<file path="src/rtl/pulse_seq_pkg.sv">
// Shared types, width defaults and the reset-divisor helper for the pulse sequencer.
// Consumers import pulse_seq_pkg::* to pick up the state type and defaults.
package pulse_seq_pkg;

  localparam int unsigned DEF_CNT_W      = 32;
  localparam int unsigned DEF_BURST_W    = 16;
  localparam int unsigned DEF_CLK_FREQ   = 100_000_000;
  localparam int unsigned DEF_PULSE_FREQ = 100;

  typedef enum logic [1:0] {
    S_IDLE = 2'd0,
    S_RUN  = 2'd1,
    S_DONE = 2'd2
  } state_e;

  // Zero pulse_freq yields 0 so the elaboration check in the top catches it.
  function automatic int unsigned default_div(input int unsigned clk_freq,
                                              input int unsigned pulse_freq);
    if (pulse_freq == 0) begin
      return 0;
    end
    return clk_freq / pulse_freq;
  endfunction

endpackage

</file>
<file path="src/rtl/pulse_tick_counter.sv">
// Free-running cycle counter with synchronous clear, enable and a runtime terminal value.
// o_tick is high in the cycle the count sits at the terminal value while enabled.
module pulse_tick_counter
  import pulse_seq_pkg::*;
#(
  parameter int unsigned CNT_W = DEF_CNT_W
) (
  input  logic             i_clk,
  input  logic             i_rst_n,
  input  logic             i_clr,
  input  logic             i_en,
  input  logic [CNT_W-1:0] i_term,
  output logic             o_tick
);

  logic [CNT_W-1:0] r_cnt;
  logic             w_at_term;

  assign w_at_term = (r_cnt == i_term);
  assign o_tick    = i_en && w_at_term;

  always_ff @(posedge i_clk or negedge i_rst_n) begin
    if (!i_rst_n) begin
      r_cnt <= '0;
    end else if (i_clr) begin
      r_cnt <= '0;
    end else if (i_en) begin
      r_cnt <= w_at_term ? '0 : r_cnt + CNT_W'(1);
    end
  end

endmodule

</file>
<file path="src/rtl/pulse_sequencer.sv">
// Run-time configurable pulse generator: divisor/burst loaded over a valid/ready port,
// then single-cycle pulses every N clocks, continuously or for a fixed burst.
module pulse_sequencer
  import pulse_seq_pkg::*;
#(
  parameter int unsigned CLK_FREQ   = DEF_CLK_FREQ,
  parameter int unsigned PULSE_FREQ = DEF_PULSE_FREQ,
  parameter int unsigned CNT_W      = DEF_CNT_W,
  parameter int unsigned BURST_W    = DEF_BURST_W
) (
  input  logic               i_clk,
  input  logic               i_rst_n,
  input  logic               i_cfg_valid,
  output logic               o_cfg_ready,
  input  logic [CNT_W-1:0]   i_cfg_div,
  input  logic [BURST_W-1:0] i_cfg_burst,
  input  logic               i_start,
  input  logic               i_stop,
  output logic               o_pulse_out,
  output logic               o_busy,
  output logic               o_done,
  output logic [BURST_W-1:0] o_pulse_cnt,
  output logic               o_err
);

  localparam int unsigned      DEF_DIV = default_div(CLK_FREQ, PULSE_FREQ);
  localparam logic [CNT_W-1:0] RST_DIV = CNT_W'(DEF_DIV);

  if (DEF_DIV < 1) begin : g_div_check
    $error("pulse_sequencer: CLK_FREQ/PULSE_FREQ must be at least 1");
  end

  state_e             r_state;
  state_e             w_next_state;
  logic [CNT_W-1:0]   r_div;
  logic [BURST_W-1:0] r_burst;
  logic               r_pulse_out;
  logic               r_busy;
  logic               r_done;
  logic [BURST_W-1:0] r_pulse_cnt;
  logic               r_err;

  logic               w_idle;
  logic               w_run;
  logic               w_cfg_hs;
  logic               w_cfg_legal;
  logic               w_start;
  logic               w_run_en;
  logic               w_tick;
  logic [CNT_W-1:0]   w_term;
  logic [BURST_W-1:0] w_pcnt_inc;
  logic               w_burst_end;

  assign w_idle      = (r_state == S_IDLE);
  assign w_run       = (r_state == S_RUN);
  assign w_cfg_hs    = i_cfg_valid && w_idle;
  assign w_cfg_legal = (i_cfg_div != '0);
  assign w_start     = w_idle && i_start;
  // Stop outranks the tick, so the counter only advances on non-stop RUN edges.
  assign w_run_en    = w_run && !i_stop;
  assign w_term      = r_div - CNT_W'(1);
  assign w_pcnt_inc  = r_pulse_cnt + BURST_W'(1);
  assign w_burst_end = w_tick && (r_burst != '0) && (w_pcnt_inc == r_burst);

  pulse_tick_counter #(
    .CNT_W (CNT_W)
  ) u_tick_counter (
    .i_clk   (i_clk),
    .i_rst_n (i_rst_n),
    .i_clr   (!w_run_en),
    .i_en    (w_run_en),
    .i_term  (w_term),
    .o_tick  (w_tick)
  );

  always_comb begin
    w_next_state = r_state;
    unique case (r_state)
      S_IDLE: begin
        if (i_start) begin
          w_next_state = S_RUN;
        end
      end
      S_RUN: begin
        if (i_stop) begin
          w_next_state = S_IDLE;
        end else if (w_burst_end) begin
          w_next_state = S_DONE;
        end
      end
      S_DONE:  w_next_state = S_IDLE;
      default: w_next_state = S_IDLE;
    endcase
  end

  always_ff @(posedge i_clk or negedge i_rst_n) begin
    if (!i_rst_n) begin
      r_state     <= S_IDLE;
      r_pulse_out <= 1'b0;
      r_busy      <= 1'b0;
      r_done      <= 1'b0;
    end else begin
      r_state     <= w_next_state;
      r_pulse_out <= w_tick;
      r_busy      <= (w_next_state == S_RUN);
      r_done      <= w_burst_end;
    end
  end

  // An illegal divisor flags err but leaves the previous config in force.
  always_ff @(posedge i_clk or negedge i_rst_n) begin
    if (!i_rst_n) begin
      r_div   <= RST_DIV;
      r_burst <= '0;
      r_err   <= 1'b0;
    end else if (w_cfg_hs) begin
      r_err <= !w_cfg_legal;
      if (w_cfg_legal) begin
        r_div   <= i_cfg_div;
        r_burst <= i_cfg_burst;
      end
    end
  end

  always_ff @(posedge i_clk or negedge i_rst_n) begin
    if (!i_rst_n) begin
      r_pulse_cnt <= '0;
    end else if (w_start) begin
      r_pulse_cnt <= '0;
    end else if (w_tick) begin
      r_pulse_cnt <= w_pcnt_inc;
    end
  end

  assign o_cfg_ready = w_idle;
  assign o_pulse_out = r_pulse_out;
  assign o_busy      = r_busy;
  assign o_done      = r_done;
  assign o_pulse_cnt = r_pulse_cnt;
  assign o_err       = r_err;

`ifndef SYNTHESIS
  a_done_is_last_pulse : assert property (@(posedge i_clk) disable iff (!i_rst_n)
    r_done |-> (r_pulse_out && !r_busy));

  a_done_one_cycle : assert property (@(posedge i_clk) disable iff (!i_rst_n)
    (r_state == S_DONE) |=> (r_state == S_IDLE));

  a_pulse_single : assert property (@(posedge i_clk) disable iff (!i_rst_n)
    (r_pulse_out && (r_div != CNT_W'(1))) |=> !r_pulse_out);
`endif

endmodule

</file>
<file path="config.mk">
export PLATFORM = sky130hd
export DESIGN_NAME = pulse_sequencer
export DESIGN_NICKNAME = d
export VERILOG_FILES = /design/src/rtl/pulse_seq_pkg.sv /design/src/rtl/pulse_tick_counter.sv /design/src/rtl/pulse_sequencer.sv
export SDC_FILE = /design/constraint.sdc
export NUM_CORES = 1
export LEC_CHECK = 0
export CORE_ASPECT_RATIO = 1.4
export CORE_MARGIN = 8
export CORE_UTILIZATION = 61
export CTS_CLUSTER_DIAMETER = 40
export DETAILED_ROUTE_END_ITERATION = 7
export PLACE_DENSITY = 0.89
export SLEW_MARGIN = 20
export SYNTH_ARGS = -nofsm -noshare
export SYNTH_HDL_FRONTEND = slang
export SYNTH_HIERARCHICAL = 1
export SYNTH_SLANG_ARGS = --single-unit
</file>
<file path="constraint.sdc">
create_clock -name i_clk -period 11.1 [get_ports i_clk]
set_input_delay 2.22 -clock i_clk [delete_from_list [all_inputs] [get_ports i_clk]]
set_output_delay 2.22 -clock i_clk [all_outputs]
set_load 0.01 [all_outputs]
</file>
==> results.txt, run 1 <==
- Hold Violations, Final: 0
- The repair_antennas step left the layout with diodes totalling 0.
- After synthesis, the largest family of logic cells by area is simple AND/OR/NAND/NOR gates.
- Antenna violation net count after detailed routing: 0
- Total of flip-flops plus latches after synthesis: 102
* Minimum setup slack in the final design: 5960 ps
* Placeable Area: 9510 µm²
- Post-CTS setup-driven buffer insertion count: 0
- Post-placement cell area: 6770 µm²
- After routing, the total negative slack on setup checks comes to 0 ps.
* Post-synthesis share of cell area spent on full adders, half adders and majority gates: 0.629%
- For the pin with the worst max-slew slack, the measured transition is 903 ps.
- Counting the buffers created by CTS gives 9.
* Drt pass-1 iters: 5
- Most frequent cell after synthesis: sky130_fd_sc_hd__nand2_1
- The worst register-to-register path has a setup slack of 5960 ps.
* Ratio of final minimum period to clock period: 46.3%
- Die height: 133 µm
* Max Fanout on Critical Path: 16
- X dimension of the die: 99.6 µm
- The worst setup path is captured at a flip-flop.
- Area used by multi-input combinational logic: 3230 µm²
* Avg Cell Area, Syn: 8.72 µm²
- The critical path in this run is classified as reg -> reg.
- Final hold analysis gives a worst-case slack of 485 ps.
- Routability Congestion: 0.952
* Effective utilization at floorplan: 62.7%
* Level count of the clock H-tree: 3
- Detailed-route wire length per cell: 18.3 µm
- At the placement stage, the worst setup path has a slack of 6020 ps.
* Power density normalized to cell area: 140 nW/µm²
- Number of antenna violations at the first check in global routing: 0
* Share of flip-flops with an asynchronous set or reset: 100%
- Setup violations remaining at the end of the flow were counted as 0.
- Sequential share of the synthesized area: 42.9%
- Synth top area cells: sky130_fd_sc_hd__dfrtp_1 40%, sky130_fd_sc_hd__xor2_1 14%, sky130_fd_sc_hd__nand2_1 10%
* Slew HR: 39.8%
* Half-perimeter wire length after detailed placement: 12,100 µm
- Final standard cell utilization of the core: 74.5%
- Startpoint kind of the worst setup timing path: flip-flop
* Count of buffers inserted at the top-level ports: 73
- Clk buf depth: 2
- Clock tree root driver cell: sky130_fd_sc_hd__clkbuf_16
- The sequential cells in the finished layout cover a total of 2560 µm².
- After clock tree synthesis, the clock-pin slew on the worst setup and hold paths is 70 ps.
- Worst Hold Class: reg -> reg
* Fraction of synthesized area in multiplexers: 0.168%
- Simple-gate share of the synthesized area: 30.8%
* Cts-stage hold buffer count: 0
- Share of the synthesized netlist area taken by xor and xnor gates: 17.8%
- Flip-flop cell with the highest count after synthesis: sky130_fd_sc_hd__dfrtp_1
- Unrepaired setup endpoints after global routing: false
- Sink count of the clock tree: 102
* R2R Path Start: r_div[8]
- For this run, the post-layout net count is 801.
- In the global route stage, overall resource usage came out at 25.3%.
* Final slew viol count: 0
- Leakage component of the power: 3.17 nW
* Clock insertion delay at the later pin of the skew report: 350 ps
- The floorplan has 42 rows.
* Hold-critical path depth: 2
- Wire length of the first global-routing pass: 26,600 µm
- Pin placement for this block handled 74 I/O pins.
* Maximum number of pins on one net before global-route repair: 73
- Hold Path End: r_div[16]
* TritonCTS clock tree: done
* Area growth syn-to-layout: 18.8%
- Global-route met1 utilization: 25.6%
- Synthesized instance count: 684
* Post-route cell area: 7090 µm²
- On the final layout, the worst clock skew is 8.84 ps.
- Based on the critical path, the design can be clocked at up to 195 MHz.
- Share of Yosys cell area claimed by the top area cell type: 39.8%
- The worst-case IR drop observed on VDD is 0.126 mV.
- Number of violations reported at the end of detailed-routing iteration 0: 342
* Vias/cell: 6.00
* Fraction of final layout cells sized beyond drive strength 1: 6.53%
- Number of gates resized after cts: 0
* Die ar.: 13,200 µm²
- Number of unique standard cell types used by synthesis: 52
* Result of the run: complete, no violations
- The endpoint identified for the worst register-to-register timing path is o_busy.
- CP arrival: 5350 ps
- Fraction of the mapped netlist area in compound gates: 4.59%
- Synth area leader: sky130_fd_sc_hd__dfrtp_1
- For the worst setup path, the data required time is 11,310 ps.
- For met3 alone, demand over resource in global routing was 5.20%.
- Number of enable flip-flop cells after synthesis: 0
- met2 is the most crowded layer.
- Routed wire length: 16,200 µm
- Hold Startpoint: r_div[16]
- Global routing consumed, on the met2 layer, 45.3% of the routing resources.
* Fill cell count: 649
* Max-Cap Viols: 0
- In this run the cell area of the synthesized design comes to 5970 µm².
- Synth top cells by count: 161 x sky130_fd_sc_hd__nand2_1, 95 x sky130_fd_sc_hd__dfrtp_1, 94 x sky130_fd_sc_hd__xor2_1, 71 x sky130_fd_sc_hd__nor2_1, 35 x sky130_fd_sc_hd__nor4_1
* Reg2reg path depth: 16
- Syn_nets: 740
- Via count of the routed design: 5,289
* Number of global-route vias before repair: 5,494
- Drt drc: 0
* Overall overflow remaining after global route: 0
- Time the worst path needs with I/O delays and setup: 5140 ps
- The Yosys step of the flow raised 6 warnings.
==> placed cells by master, fill, tap and decap left out, drive strengths merged, types with 2 or more instances in the layout <==
master         count
nand3b             2
a31o               2
clkdlybuf4s50     72
nand2            161
nor3              16
or3                7
inv               16
a21oi              4
ha                 3
a211o              4
a221oi             2
or4                4
o21ai              7
clkbuf            10
dfrtp             95
nand4             27
nand2b             3
nor4              39
xor2              94
and4               3
and2               7
o21bai             2
nand3             27
or2                2
and3               8
clkinv             2
buf                6
o211ai             2
o221ai             3
xnor2             27
dfstp              7
nor2              72
==> worst max-delay path by stage <==
stage                            end      start  depth (start not counted)  slack (ps)
after floorplan               o_busy  r_div[20]                         15        6440
after global placement    r_state[0]     i_stop                         12        6280
after detailed placement      o_busy   r_div[7]                         16        6020
after CTS                     o_busy   r_div[8]                         16        5960
after global routing          o_busy   r_div[7]                         16        5640
final                         o_busy   r_div[8]                         16        5960
==> per-layer routing <==
| layer | share of wire [%] | routed length [µm] |
|---|---|---|
| met3 | 5.7 | 921 |
| met1 | 35 | 5710 |
| met5 | 0 | 0 |
| met2 | 53 | 8490 |
| met4 | 6.5 | 1050 |
==> metrics by stage <==
step / total power [W] / std cells
after floorplan: 0.000585 / 684
after global placement: 0.000651 / 864
after detailed placement: 0.000663 / 866
after CTS: 0.000994 / 882
after global routing: 0.00104 / 882
final: 0.000990 / 882
==> critical path, stage by stage, from the launching register on <==
cell and delay (ps):
sky130_fd_sc_hd__dfrtp_1 410, sky130_fd_sc_hd__or4_1 580, sky130_fd_sc_hd__or3_1 380, sky130_fd_sc_hd__or3_1 410
sky130_fd_sc_hd__nor4_1 530, sky130_fd_sc_hd__nand2_1 130, sky130_fd_sc_hd__xnor2_1 170, sky130_fd_sc_hd__xor2_1 170
sky130_fd_sc_hd__nor4_1 310, sky130_fd_sc_hd__nand4_1 290, sky130_fd_sc_hd__nor3_2 240, sky130_fd_sc_hd__buf_4 250
sky130_fd_sc_hd__o2111ai_1 140, sky130_fd_sc_hd__a221oi_1 230, sky130_fd_sc_hd__nand4_1 120, sky130_fd_sc_hd__nor4_1 480
sky130_fd_sc_hd__o21bai_1 160
==> power breakdown <==
| group | internal (W) | switching [W] | leakage, nW |
|---|---|---|---|
| logic | 0.0000860 | 0.000111 | 1.69 |
| clock network | 0.000185 | 0.000144 | 0.156 |
| registers | 0.000413 | 0.0000515 | 1.33 |
| total | 0.000684 | 0.000306 | 3.17 |
==> layout make-up <==
type                            count  share of cell area (%)
Inverter                           13                   0.688
Sequential cell                   102                    36.1
Clock buffer                       10                    3.37
Timing Repair Buffer               78                    10.9
Clock inverter                      6                    1.08
Multi-Input combinational cell    541                    45.5
Tap cell                          132                    2.33
==> logic make-up after synthesis <==
| family | count (synthesis) |
|---|---|
| AOI/OAI and AO/OA | 35 |
| xor gates and xnor gates | 121 |
| adders and majority gates | 3 |
| buffers and inverters | 41 |
| DFF | 102 |
| muxes | 1 |
| and+or+nand+nor | 381 |
==> flip-flops by register name (all words and copies together), names as in the netlist <==
| name | cells |
|---|---|
| u_tick_counter/r_cnt | 32 |
| o_pulse_out | 1 |
| o_done | 1 |
| r_div | 32 |
| o_pulse_cnt | 16 |
| o_err | 1 |
| r_burst | 16 |
| o_busy | 1 |
| r_state | 2 |
Note: power is estimated with default switching activity, not from simulation.
==> inputs of run 2 (changes only) <==
--- a/config.mk
+++ b/config.mk
@@ -7,10 +7,10 @@
 export LEC_CHECK = 0
 export CORE_ASPECT_RATIO = 1.4
 export CORE_MARGIN = 8
-export CORE_UTILIZATION = 61
+export CORE_UTILIZATION = 51
 export CTS_CLUSTER_DIAMETER = 40
 export DETAILED_ROUTE_END_ITERATION = 7
-export PLACE_DENSITY = 0.89
+export PLACE_DENSITY = 0.8
 export SLEW_MARGIN = 20
 export SYNTH_ARGS = -nofsm -noshare
 export SYNTH_HDL_FRONTEND = slang
==> constraint.sdc (replaced) <==
create_clock -name i_clk -period 4.49 [get_ports i_clk]
set_input_delay 0.898 -clock i_clk [delete_from_list [all_inputs] [get_ports i_clk]]
set_output_delay 0.898 -clock i_clk [all_outputs]
set_load 0.01 [all_outputs]
==> run 2 against run 1 <==
Compared with the run above:
- non-clock buffer count grew 14
- global-route usage shrank 3.5 points
- clock-buffer cell count is the same
- sequential power grew 150%
- design area grew 2.2%
- combinational power grew to 2.7 times the previous value
- routed wire length grew 3.0%
- core utilization shrank 11 points
==> results.txt, run 2 (synthesis gave the netlist of run 1 again) <==
- Result of the run: complete, no violations
* Leakage component of the power: 3.24 nW (+2.1%)
- The cell area after layout was 7250 µm² (+2.2%).
- The depth of the CTS H-tree was 3 (unchanged).
- Time the worst path needs with I/O delays and setup: 4320 ps (-823 ps)
- The largest registers in the layout are r_div (32), u_tick_counter/r_cnt (32).
- The critical path in this run is classified as reg -> reg.
- Half-perimeter wire length after detailed placement: 12,300 µm (+1.7%)
* Antenna violation net count after detailed routing: 0 (unchanged)
* Commonest non-fill, non-tap cell in the layout: sky130_fd_sc_hd__nand2_1
* Overall overflow remaining after global route: 0 (unchanged)
* Routed wire length: 16,600 µm (+3.0%)
- Drt pass-1 iters: 4 (-1)
- Number of violations reported at the end of detailed-routing iteration 0: 277 (-19%)
* Critical Path End Type: flip-flop
* Routability Congestion: 0.925 (-2.8%)
- Clk buf depth: 2 (unchanged)
- The final-layout worst hold slack was 491 ps (+5.60 ps).
- The via density per instance came to 5.77 (-3.8%).
- Max Fanout on Critical Path: 4 (-12)
- The count of endpoints failing hold in the final timing report is 0 (unchanged).
- The number of standard cells in the layout, taps in and fillers out came to 908 (+2.9%).
* Sink count of the clock tree: 102 (unchanged)
- The area of the core is 11,400 µm² (+20%).
* Post-placement cell area: 6870 µm² (+1.4%)
- The relative slew slack is 35.7% (-4.1 points).
- Fin Clk Skew: 6.55 ps (-2.29 ps)
* Clock buffers created by TritonCTS: 9 (unchanged)
- The total global-route track usage was 21.8% (-3.5 points).
- The placement-stage worst setup slack came to -115 ps (-6130 ps).
- From synthesis to final layout, the design area changed by 21.5%.
- CTS placed an instance of sky130_fd_sc_hd__clkbuf_16 at the clock tree root.
* Via count of the routed design: 5,237 (-0.98%)
* Final slew viol count: 0 (unchanged)
- The final worst-path cycle share was 96.1% (+50 points).
- The power per cell area came to 341 nW/µm² (+140%).
- Rows: 46 (+9.5%)
- The area used by multi-input combinational logic was 3290 µm² (+1.9%).
- Commonest non-fill, non-tap cells in the layout: 161 x sky130_fd_sc_hd__nand2_1, 95 x sky130_fd_sc_hd__dfrtp_1, 94 x sky130_fd_sc_hd__xor2_1
* Clock insertion delay at the later pin of the skew report: 350 ps (about the same)
* Clock transition at the register clock pins on the worst setup and hold paths after CTS: 70 ps (about the same)
* Storage element area: 2560 µm² (unchanged)
- The final setup violation count is 0 (unchanged).
* TritonCTS clock tree: done
- The required arrival time at the worst endpoint is 4710 ps (-6600 ps).
- Maximum number of pins on one net before global-route repair: 77 (+5.5%)
* Transition time at the pin with the least slew margin: 964 ps (+60.9 ps)
* Worst Hold Class: reg -> reg
- The detailed-route wire length per cell is 18.3 µm (about the same).
- The number of global-route vias before repair came to 5,357 (-2.5%).
- Placed Cells incl. Taps: 889 (+2.7%)
* Fill cell count: 904 (+39%)
- The number of buffers inserted for hold repair after clock tree synthesis came to 0 (unchanged).
- Worst IR drop on VDD: 0.165 mV (+31%)
* Max-Cap Viols: 0 (unchanged)
- Number of antenna violations at the first check in global routing: 0 (unchanged)
- The post-layout worst setup margin is 174 ps (-5790 ps).
- The global-route wire length before repair was 26,800 µm (+0.80%).
- Drt drc: 0 (unchanged)
- Number of top-level design ports: 74 (unchanged)
* X dimension of the die: 107 µm (+7.9%)
- Maximum operating frequency: 232 MHz (+19%)
- The post-route total power came to 0.00247 W (+150%).
- The number of port buffers came to 73 (unchanged).
- Unrepaired setup endpoints after global routing: true
* Startpoint kind of the worst setup timing path: flip-flop
- The count of nets after finishing is 815 (+1.7%).
- The worst endpoint data arrival time was 4530 ps (-820 ps).
* Effective utilization at floorplan: 52.3% (-10 points)
- The fraction of final layout cells with drive strength greater than 1 came to 9.16% (+2.6 points).
- The antenna diode count came to 0 (unchanged).
- Die ar.: 15,500 µm² (+17%)
- The vertical die dimension is 144 µm (+8.2%).
## run 2: cell type report
cell class / instances / area share (%)
Tap cell: 144 / 2.49
Clock buffer: 10 / 3.16
Multi-Input combinational cell: 541 / 45.4
Timing Repair Buffer: 92 / 12.0
Clock inverter: 6 / 0.967
Sequential cell: 102 / 35.3
Inverter: 13 / 0.673
## run 2: where the power goes
group | switching, W | internal, W
combinational | 0.000297 | 0.000237
sequential | 0.000125 | 0.00102
clock | 0.000354 | 0.000437
## run 2: stage by stage
| stage | utilization, % | TNS (ps) |
|---|---|---|
| floorplan | - | 0 |
| global placement | 60.3 | -65.1 |
| detailed placement | 60.3 | -297 |
| CTS | 63.1 | 0 |
| global route | 63.6 | -201 |
| finish | 63.6 | 0 |
## run 2: final timing paths
kind                       depth (start not counted)  slack (ps)                  endpoint  startpoint
setup / recovery                                  15         170                r_state[0]    r_div[5]
hold / removal                                     2         490                  r_div[9]    r_div[9]
setup reg to reg                                  15         170                r_state[0]    r_div[5]
hold reg to reg                                    2         490                  r_div[9]    r_div[9]
max in group asynchronous                          2        2790                 r_div[17]     i_rst_n
min in group asynchronous                          1         680  u_tick_counter/r_cnt[20]     i_rst_n
## run 2: timing repair
item | 4_1_cts | 5_1_grt
resized for setup | 2 | 7
pin swaps | 1 | 14
buffers inserted | 1 | 2
setup endpoints to repair | 3 | 6
## run 2: worst max-delay path, stage by stage, from the launching register on
cell                        delay, ps
sky130_fd_sc_hd__dfrtp_1          380
sky130_fd_sc_hd__or4_4            540
sky130_fd_sc_hd__or3_4            360
sky130_fd_sc_hd__or3_4            380
sky130_fd_sc_hd__or4_4            540
sky130_fd_sc_hd__nor4_4           240
sky130_fd_sc_hd__xor2_1           200
sky130_fd_sc_hd__xor2_1           100
sky130_fd_sc_hd__nor4_2           130
sky130_fd_sc_hd__nand4_1          160
sky130_fd_sc_hd__nor3_2           220
sky130_fd_sc_hd__o2111ai_1        140
sky130_fd_sc_hd__a221oi_1         240
sky130_fd_sc_hd__nand4_1          180
sky130_fd_sc_hd__nor4_4           240
sky130_fd_sc_hd__o21bai_1         130
## run 2: layer usage
metal  vias to the layer above  global-route usage, %  wire [µm]
li1                       2462                      -          -
met1                      2537                   23.8       6130
met2                       191                   39.4       8940
met3                        47                   3.30        881
met4                         0                   12.2        703
met5                         -                      0          0
